[config.mk]
export PLATFORM = sky130hd
export DESIGN_NAME = spi_master_ctrl_flat
export DESIGN_NICKNAME = d
export VERILOG_FILES = /design/src/rtl/spi_master_ctrl_if.sv /design/src/rtl/spi_master_ctrl.sv /design/src/flat_wrapper.sv
export SDC_FILE = /design/constraint.sdc
export NUM_CORES = 1
export LEC_CHECK = 0
export ABC_AREA = 1
export BUFFER_PORTS_ARGS = -buffer_cell sky130_fd_sc_hd__buf_2
export CAP_MARGIN = 10
export CORE_AREA = 2 2 71 73
export CTS_BUF_LIST = sky130_fd_sc_hd__clkbuf_2 sky130_fd_sc_hd__clkbuf_4 sky130_fd_sc_hd__clkbuf_8
export DETAILED_ROUTE_END_ITERATION = 6
export DIE_AREA = 0 0 73 75
export PLACE_DENSITY = 0.85
export SYNTH_ARGS = -nofsm -noshare
export SYNTH_HDL_FRONTEND = slang
export SYNTH_SLANG_ARGS = --single-unit
export TNS_END_PERCENT = 20
[constraint.sdc]
create_clock -name clk -period 3.35 [get_ports clk]
set_clock_uncertainty 0.05 [all_clocks]
set_input_delay 0.5025 -clock clk [delete_from_list [all_inputs] [get_ports clk]]
set_output_delay 0.5025 -clock clk [all_outputs]
set_load 0.01 [all_outputs]
[src/rtl/spi_master_ctrl_if.sv]
// CPU register bus and SPI pins of the SPI master controller.
// The slave modport is used by the controller, which is a slave on the CPU bus.
// The master modport is used by whatever drives that bus.
interface spi_master_ctrl_if;
    logic [15:0] addr;
    logic [7:0]  wrData;
    logic        ioWr;
    logic        ioRd;
    logic [7:0]  rdData;
    logic        SPI_CLK;
    logic        SPI_MOSI;
    logic        SPI_MISO;
    logic [5:0]  SPI_CS;
    logic        busy;

    modport slave (
        input  addr, wrData, ioWr, ioRd, SPI_MISO,
        output rdData, SPI_CLK, SPI_MOSI, SPI_CS, busy
    );

    modport master (
        output addr, wrData, ioWr, ioRd, SPI_MISO,
        input  rdData, SPI_CLK, SPI_MOSI, SPI_CS, busy
    );
endinterface

[src/rtl/spi_master_ctrl.sv]
// Byte-wide SPI master with CPU-mapped DATA, SS and MODE/STATUS registers.
// Supports all four CPOL/CPHA modes, MSB- or LSB-first bit order, and a
// half-period of 1, 2, 4 or 8 clk cycles.
module spi_master_ctrl #(
    parameter logic [15:0] BASE_ADDR = 16'h0F06
) (
    input  logic             clk,
    input  logic             reset,
    spi_master_ctrl_if.slave bus
);

    typedef enum logic [1:0] {S_IDLE, S_XFER, S_DONE} state_t;

    state_t      r_state;
    logic [4:0]  r_mode;      // {sel[1:0], lsb_first, cpol, cpha}
    logic [5:0]  r_ss;
    logic [7:0]  r_tx;
    logic [7:0]  r_rx_sh;
    logic [7:0]  r_rx_data;
    logic [2:0]  r_half;
    logic [3:0]  r_edge;
    logic        r_sclk;
    logic        r_mosi;
    logic        r_busy;
    logic        r_done;
    logic        r_ovr;

    logic        w_sel_data, w_sel_ss, w_sel_mode;
    logic        w_wr_data, w_wr_ss, w_wr_mode, w_rd_data;
    logic        w_cpha, w_cpol, w_lsb;
    logic        w_leading, w_expire, w_sample, w_shift;
    logic [2:0]  w_half_last;
    logic [7:0]  w_rd_mux;

    assign w_sel_data = (bus.addr == BASE_ADDR);
    assign w_sel_ss   = (bus.addr == BASE_ADDR + 16'd1);
    assign w_sel_mode = (bus.addr == BASE_ADDR + 16'd2);

    assign w_wr_data  = bus.ioWr & w_sel_data;
    assign w_wr_ss    = bus.ioWr & w_sel_ss;
    assign w_wr_mode  = bus.ioWr & w_sel_mode;
    assign w_rd_data  = bus.ioRd & w_sel_data;

    assign w_cpha     = r_mode[0];
    assign w_cpol     = r_mode[1];
    assign w_lsb      = r_mode[2];

    // Even edge numbers are leading edges, odd ones trailing edges.
    assign w_leading  = ~r_edge[0];
    assign w_expire   = (r_half == w_half_last);
    // CPHA=0 samples on leading and shifts on trailing; CPHA=1 the reverse.
    // Edge 15 never shifts: the eighth bit is the last one driven.
    assign w_sample   = w_leading ^ w_cpha;
    assign w_shift    = ~(w_leading ^ w_cpha) & (r_edge != 4'd15);

    // Terminal count of the half-period counter: H-1 with H = 2^sel.
    always_comb begin
        // NOTE: every signal written in a combinational block gets a default
        // first, so no path leaves it unassigned and no latch is inferred.
        w_half_last = 3'd0;
        case (r_mode[4:3])
            2'd0:    w_half_last = 3'd0;
            2'd1:    w_half_last = 3'd1;
            2'd2:    w_half_last = 3'd3;
            default: w_half_last = 3'd7;
        endcase
    end

    // Combinational register read-back; unmapped addresses read as zero.
    always_comb begin
        w_rd_mux = 8'h00;
        if (w_sel_data)
            w_rd_mux = r_rx_data;
        else if (w_sel_ss)
            w_rd_mux = {2'b00, r_ss};
        else if (w_sel_mode)
            w_rd_mux = {r_busy, r_done, r_ovr, r_mode};
    end

    function automatic logic first_bit(input logic [7:0] d, input logic lsb);
        return lsb ? d[0] : d[7];
    endfunction

    function automatic logic [7:0] shift_out(input logic [7:0] d, input logic lsb);
        return lsb ? {1'b0, d[7:1]} : {d[6:0], 1'b0};
    endfunction

    function automatic logic [7:0] shift_in(input logic [7:0] d, input logic b,
                                            input logic lsb);
        return lsb ? {b, d[7:1]} : {d[6:0], b};
    endfunction

    // Transfer FSM together with the CPU-visible registers it guards.
    always_ff @(posedge clk or posedge reset) begin
        if (reset) begin
            r_state   <= S_IDLE;
            r_mode    <= 5'h00;
            r_ss      <= 6'h3F;
            r_tx      <= 8'h00;
            r_rx_sh   <= 8'h00;
            r_rx_data <= 8'h00;
            r_half    <= 3'd0;
            r_edge    <= 4'd0;
            r_sclk    <= 1'b0;
            r_mosi    <= 1'b0;
            r_busy    <= 1'b0;
            r_done    <= 1'b0;
            r_ovr     <= 1'b0;
        end else begin
            // NOTE: state is updated with non-blocking assignments so every
            // right-hand side sees pre-edge values; this also lets the later
            // flag sets below override the read-clear without a race.
            if (w_rd_data) begin
                r_done <= 1'b0;
                r_ovr  <= 1'b0;
            end

            case (r_state)
                S_IDLE: begin
                    r_sclk <= w_cpol;
                    r_half <= 3'd0;
                    r_edge <= 4'd0;
                    if (w_wr_ss)
                        r_ss <= bus.wrData[5:0];
                    if (w_wr_mode)
                        r_mode <= bus.wrData[4:0];
                    if (w_wr_data) begin
                        r_state <= S_XFER;
                        r_busy  <= 1'b1;
                        if (!w_cpha) begin
                            r_mosi <= first_bit(bus.wrData, w_lsb);
                            r_tx   <= shift_out(bus.wrData, w_lsb);
                        end else begin
                            r_tx   <= bus.wrData;
                        end
                    end
                end

                S_XFER: begin
                    if (w_wr_data)
                        r_ovr <= 1'b1;
                    if (w_expire) begin
                        r_half <= 3'd0;
                        r_sclk <= ~r_sclk;
                        r_edge <= r_edge + 4'd1;
                        if (w_sample)
                            r_rx_sh <= shift_in(r_rx_sh, bus.SPI_MISO, w_lsb);
                        if (w_shift) begin
                            r_mosi <= first_bit(r_tx, w_lsb);
                            r_tx   <= shift_out(r_tx, w_lsb);
                        end
                        if (r_edge == 4'd15)
                            r_state <= S_DONE;
                    end else begin
                        r_half <= r_half + 3'd1;
                    end
                end

                default: begin
                    if (w_wr_data)
                        r_ovr <= 1'b1;
                    r_rx_data <= r_rx_sh;
                    r_done    <= 1'b1;
                    r_busy    <= 1'b0;
                    r_sclk    <= w_cpol;
                    r_state   <= S_IDLE;
                end
            endcase
        end
    end

    assign bus.rdData   = w_rd_mux;
    assign bus.SPI_CLK  = r_sclk;
    assign bus.SPI_MOSI = r_mosi;
    assign bus.SPI_CS   = r_ss;
    assign bus.busy     = r_busy;

endmodule

[src/flat_wrapper.sv]
// flat-port wrapper written by rule: the top's interface ports become plain ports
module spi_master_ctrl_flat 
#(
    parameter logic [15:0] BASE_ADDR = 16'h0F06
)
  (clk, reset, bus_addr, bus_wrData, bus_ioWr, bus_ioRd, bus_SPI_MISO, bus_rdData, bus_SPI_CLK, bus_SPI_MOSI, bus_SPI_CS, bus_busy);
  spi_master_ctrl_if bus_i ();
  input  logic clk;
  input  logic reset;
  input wire logic [$bits(bus_i.addr)-1:0] bus_addr;
  input wire logic [$bits(bus_i.wrData)-1:0] bus_wrData;
  input wire logic [$bits(bus_i.ioWr)-1:0] bus_ioWr;
  input wire logic [$bits(bus_i.ioRd)-1:0] bus_ioRd;
  input wire logic [$bits(bus_i.SPI_MISO)-1:0] bus_SPI_MISO;
  output wire logic [$bits(bus_i.rdData)-1:0] bus_rdData;
  output wire logic [$bits(bus_i.SPI_CLK)-1:0] bus_SPI_CLK;
  output wire logic [$bits(bus_i.SPI_MOSI)-1:0] bus_SPI_MOSI;
  output wire logic [$bits(bus_i.SPI_CS)-1:0] bus_SPI_CS;
  output wire logic [$bits(bus_i.busy)-1:0] bus_busy;
  assign bus_i.addr = bus_addr;
  assign bus_i.wrData = bus_wrData;
  assign bus_i.ioWr = bus_ioWr;
  assign bus_i.ioRd = bus_ioRd;
  assign bus_i.SPI_MISO = bus_SPI_MISO;
  assign bus_rdData = bus_i.rdData;
  assign bus_SPI_CLK = bus_i.SPI_CLK;
  assign bus_SPI_MOSI = bus_i.SPI_MOSI;
  assign bus_SPI_CS = bus_i.SPI_CS;
  assign bus_busy = bus_i.busy;
  spi_master_ctrl #(.BASE_ADDR(BASE_ADDR)) u_core (.clk(clk), .reset(reset), .bus(bus_i));
endmodule
Word-level counts from Yosys, hierarchy flattened:

Index checks and enable logic that the tools add are counted.
W data, S select, Z words.

* register bits after elaboration: 49
* input bits: 29
* output and inout port bits: 17
* word-level logic and storage cells: 88

* add/sub/neg operators: 2
* equality and inequality tests: 15
* multiplexer cells: 36
* bitwise logic cells: 10
* reductions and logical operators: 12

Operators with widths (count)
* $mux W8: 10
* $eq A16 B12 Y1 const B: 3
* $pmux W8 S2: 1
* $mux W1: 14
* $ne A2 B1 Y1 const B: 5
* $pmux W3 S3: 1
* $pmux W4 S2: 1
* $reduce_and A2 Y1: 4
* $mux W2: 3
* $pmux W3 S2: 1
* $reduce_and A3 Y1: 2
* $and A1 B1 Y1: 5
* $reduce_and A5 Y1: 1
* $add A4 B1 Y4 const B: 1
* $eq A2 B1 Y1 const B: 2
* $eq A4 B4 Y1 const B: 1
* $logic_not A2 Y1: 2
* $mux W4: 1
* $ne A4 B4 Y1 const B: 1
* $not A1 Y1: 4
* $pmux W1 S2: 2
* $pmux W2 S2: 1
* $reduce_and A4 Y1: 1
* $add A3 B1 Y3 const B: 1
* other kinds (7): 7

Logic depth before layout (Yosys ltp):

* depth after elaboration: 7
* mapped depth: 10
* gate-level depth less buffers: 10

Worst setup path before layout:

Ideal clock, no wire load.

* path type: in2out
* start point: input bus_addr[15]
* end point: output bus_rdData[6]
* arrival: 1434 ps
* data required time: 2797 ps
* path slack: 1363 ps
* cell stages on the path: 7
* path buffers: 0
* cells stage by stage: nor2_1 -> nand2_1 -> nor2_2 -> nand2_2 -> nor2_4 -> inv_2 -> o21ai_0

* longest elaborated chain between the ends: 4
* elaborated cells on any way between the ends: 6
* those cells by class: eq/ne (3); mux (3)

RTL lines
* from (decl): line flat_wrapper.sv:10 `input wire logic [$bits(bus_i.addr)-1:0] bus_addr;`
* $eq A16 B12 Y1: line spi_master_ctrl.sv:37 `assign w_sel_mode = (bus.addr == BASE_ADDR + 16'd2);`
* $mux W8: line spi_master_ctrl.sv:76 `else if (w_sel_mode)`
* $mux W8: line spi_master_ctrl.sv:74 `else if (w_sel_ss)`
* $mux W8 (*): line spi_master_ctrl.sv:72 `if (w_sel_data)`
* to (decl): line flat_wrapper.sv:15 `output wire logic [$bits(bus_i.rdData)-1:0] bus_rdData;`

Every way passes the cells marked *; elsewhere a longest branch is shown, timed or not.

Final worst setup path:

* start point: register u_core.r_state[1]
* end point: register u_core.r_tx[2]

* longest elaborated chain between the ends: 3
* elaborated cells on any way between the ends: 8
* those cells by class: eq/ne (4); mux (1); reduce/logical (3)

RTL lines
* from (decl): line spi_master_ctrl.sv:14 `state_t r_state;`
* from (signal assigned): line spi_master_ctrl.sv:96 `r_state <= S_IDLE;`
* from (signal assigned): line spi_master_ctrl.sv:128 `r_state <= S_XFER;`
* from (signal assigned): line spi_master_ctrl.sv:153 `r_state <= S_DONE;`
* $eq A2 B1 Y1 or $logic_not A2 Y1 (tied branches): line spi_master_ctrl.sv:118 `case (r_state)`
* $ne A2 B1 Y1 (no line) or $reduce_bool A2 Y1 (tied branches)
* $reduce_and A4 Y1 (no line)
* to (signal assigned): line spi_master_ctrl.sv:132 `r_tx <= shift_out(bus.wrData, w_lsb);`
* to (signal assigned): line spi_master_ctrl.sv:134 `r_tx <= bus.wrData;`
* to (signal assigned): line spi_master_ctrl.sv:150 `r_tx <= shift_out(r_tx, w_lsb);`
* to (decl): line spi_master_ctrl.sv:17 `logic [7:0] r_tx;`

Several ways; a longest one is shown, not always the timed one.
A chain may end at the register's enable or synchronous reset.

==> results.ini <==
[run_status]
status=completed

[grt]
grt_usage_pct=26.3
antenna_found_initial=0
grt_max_degree=50
grt_pass1_vias=2414
grt_pass1_wl_um=11100
gr-total-overflow=0

[finish]
drive_gt1_share_pct=19.7
layoutNonFillerInstCount=486
layout.nets=462
seqCellArea_sq_um=1230
final_cell_mix=nand2_1, o21ai_0, inv_1
n_fill_cell=394
area_growth_pct=11.4
final_common_cell=nand2_1
final_area_sq_um=3170
antennaDiodeCount=0
multi_input_area_sq_um=1340

[placed_design]
dpl-instance-area_sq_um=3070
placed_cells=478
port_buffers=45
gp_congestion=0.885
dp.final_hpwl_um=4810

[detailed_routing]
route.detailed.drc=0
drtPass1Iterations=5
wl_per_cell_um=13.8
dr_total_vias=2666
drt_iter0_markers=195
finalWirelength_um=6720
drt-vias-per-instance=5.49
ant_nets=0

[critical_path]
crit_cells=7
crit_fanout=20
max_stage_delay_ns=0.72
r2r_cells=7
critPathCaptureType=register
cp.arrival_ns=2.49
cp_slowest_cell=dfrtp_1
crit_type=register to register
start_kind=register
cp_num_buf_inv=2
required_ns=3.50
crit_chain=inv_2 -> nand2_2 -> inv_1 -> nand2_2 -> nand3_2 -> nand2_1 -> nand2_1
crit_family=simple AND/OR/NAND/NOR gates

[floorplanning]
io_pins=46
std_cell_rows=25
die_y_um=75
coreArea_sq_um=4660
die_w_um=73
die_area_sq_um=5480
initial_core_util_pct=61.1

[cts]
cts_root_buffer=clkbuf_8
insertion_delay_ns=0.31
cts.sinks=49
htreeDepth=2
post_cts_buffers=0
clk_pin_slew_worst_paths_ns=0.09
cts.path.max_buffers=2
cts_made_buffers=5
cts_resized=0
cts_hold_buffers=0
cts_tree=yes

[timing]
tns_ns=0
tightest_slew_ns=1.00
fmax_ghz=0.426
drv_slew=0
final-setup-viol-count=0
slew_headroom_pct=33.0
hold_viol_final=0
period_needed_ns=2.35
holdWs_ns=0.368
rsz0062_at_grt=false
fin_crit_sh_pct=70.0

[synthesis]
syn_inst=392
synth-simple-area-share_pct=28.0
synth_top_family_by_area=simple AND/OR/NAND/NOR gates
async_reset_ff_share_pct=100
synth_cell_types=30
synth_fp_nets=423
synth.area.mux_share_pct=0
synth_edf_count=0
yosys.area_share.adder_pct=0.879
syn_area_per_cell_sq_um=7.26
ys_ff_latch=49
syn-cell-area_sq_um=2850
synth_xor_area_share_pct=1.19
synth_warnings=0
ys_seq_area_share_pct=43.3
synth_ff_type=dfrtp_1
synth_compound_area_share_pct=17.1

[power_and_ir_drop]
seq_power_share_pct=51.3
power.switching_w=0.000586
irDropWorstVdd_mv=0.363
pwr-share-comb_pct=25.5
powerDensity_nw_per_um2=516
p_int_w=0.00105
p_leak_nw=1.59
switching_share_pct=35.8
p_clk_share_pct=23.2

[hold_path]
hold_class=input port to asynchronous set/reset pin

[flow_run]
cap_violations=0

==> kinds of logic (layout without fill, tap and decap cells) <==
kind of cell / after synthesis / in the layout
AOI/OAI and AO/OA: 90 / 90
xor gates and xnor gates: 3 / 3
adders and majority gates: 2 / 2
buffers and inverters: 67 / 107
DFF: 49 / 49
and+or+nand+nor: 181 / 181
==> stage by stage <==
| step | power (W) | setup slack, ns | util (%) |
|---|---|---|---|
| 2_1_floorplan | 0.00114 | 1.36 | - |
| 3_3_place_gp | 0.00124 | 1.12 | 65.9 |
| 3_5_place_dp | 0.00126 | 1.06 | 65.9 |
| 4_1_cts | 0.00164 | 1.05 | 68.1 |
| 5_1_grt | 0.00174 | 0.720 | 68.1 |
| 6_report | 0.00164 | 1.00 | 68.1 |
==> synthesized netlist by cell type, drive strengths merged (5+ instances only) <==
| master | instances | area [sq um] |
|---|---|---|
| buf | 9 | 55.0 |
| inv | 53 | 199 |
| o21ai | 77 | 415 |
| nand2 | 118 | 453 |
| dfrtp | 43 | 1080 |
| nand3 | 21 | 115 |
| dfstp | 6 | 158 |
| clkbuf | 5 | 18.8 |
| a21oi | 10 | 50.1 |
| nor2 | 28 | 130 |
| nand4 | 10 | 62.6 |
==> worst paths after layout <==
| check | start | end | slack [ns] |
|---|---|---|---|
| setup reg to reg | u_core.r_state[1]$_DFFE_PP0P_ | u_core.r_tx[2]$_DFFE_PP0P_ | 1.00 |
| max in group asynchronous | reset | u_core.bus.SPI_MOSI$_DFFE_PP0P_ | 2.25 |
| min in group clk | bus_wrData[5] | u_core.bus.SPI_CS[5]$_DFFE_PP1P_ | 0.40 |
| hold reg to reg | u_core.bus.SPI_MOSI$_DFFE_PP0P_ | u_core.bus.SPI_MOSI$_DFFE_PP0P_ | 0.43 |
| hold / removal | reset | u_core.r_rx_sh[0]$_DFFE_PP0P_ | 0.37 |
| setup / recovery | u_core.r_state[1]$_DFFE_PP0P_ | u_core.r_tx[2]$_DFFE_PP0P_ | 1.00 |
==> area by class of cell <==
| class | count | share of cell area [%] |
|---|---|---|
| inverter | 53 | 6.27 |
| timing repair buffer | 46 | 7.34 |
| multi-input combinational | 276 | 42.2 |
| sequential | 49 | 38.9 |
| clock inverter | 2 | 0.513 |
| clock buffer | 6 | 2.60 |
| tap | 54 | 2.13 |
==> registers in the layout, summed over array words and instances, names as in the netlist, 2 cells and up <==
signal and count:
u_core.r_rx_sh 8, u_core.r_mode 5, u_core.bus.SPI_CS 6, u_core.r_rx_data 8, u_core.r_tx 8, u_core.r_half 3
u_core.r_state 2, u_core.r_edge 4
==> worst register-to-register path, cell delays in order (launching register included) <==
cell and delay (ns):
dfrtp_1 0.72, inv_2 0.18, nand2_2 0.32, inv_1 0.31
nand2_2 0.27, nand3_2 0.20, nand2_1 0.12, nand2_1 0.06
==> layer usage <==
layer | global-route usage (%) | share of wire, % | vias to the layer above
li1 | - | - | 1335
met1 | 36.6 | 46 | 1228
met2 | 43.0 | 47 | 97
met3 | 4.42 | 6.1 | 6
met4 | 7.41 | 0.94 | 0
met5 | 0 | 0 | -
==> power groups by stage <==
stage,clock (W),combinational (W),sequential (W)
finish,0.000380,0.000418,0.000840
global route,0.000400,0.000488,0.000854
CTS,0.000387,0.000418,0.000835
detailed placement,0,0.000414,0.000846
global placement,0,0.000399,0.000842
floorplan,0,0.000319,0.000822
Power figures use the tool's default switching activity.
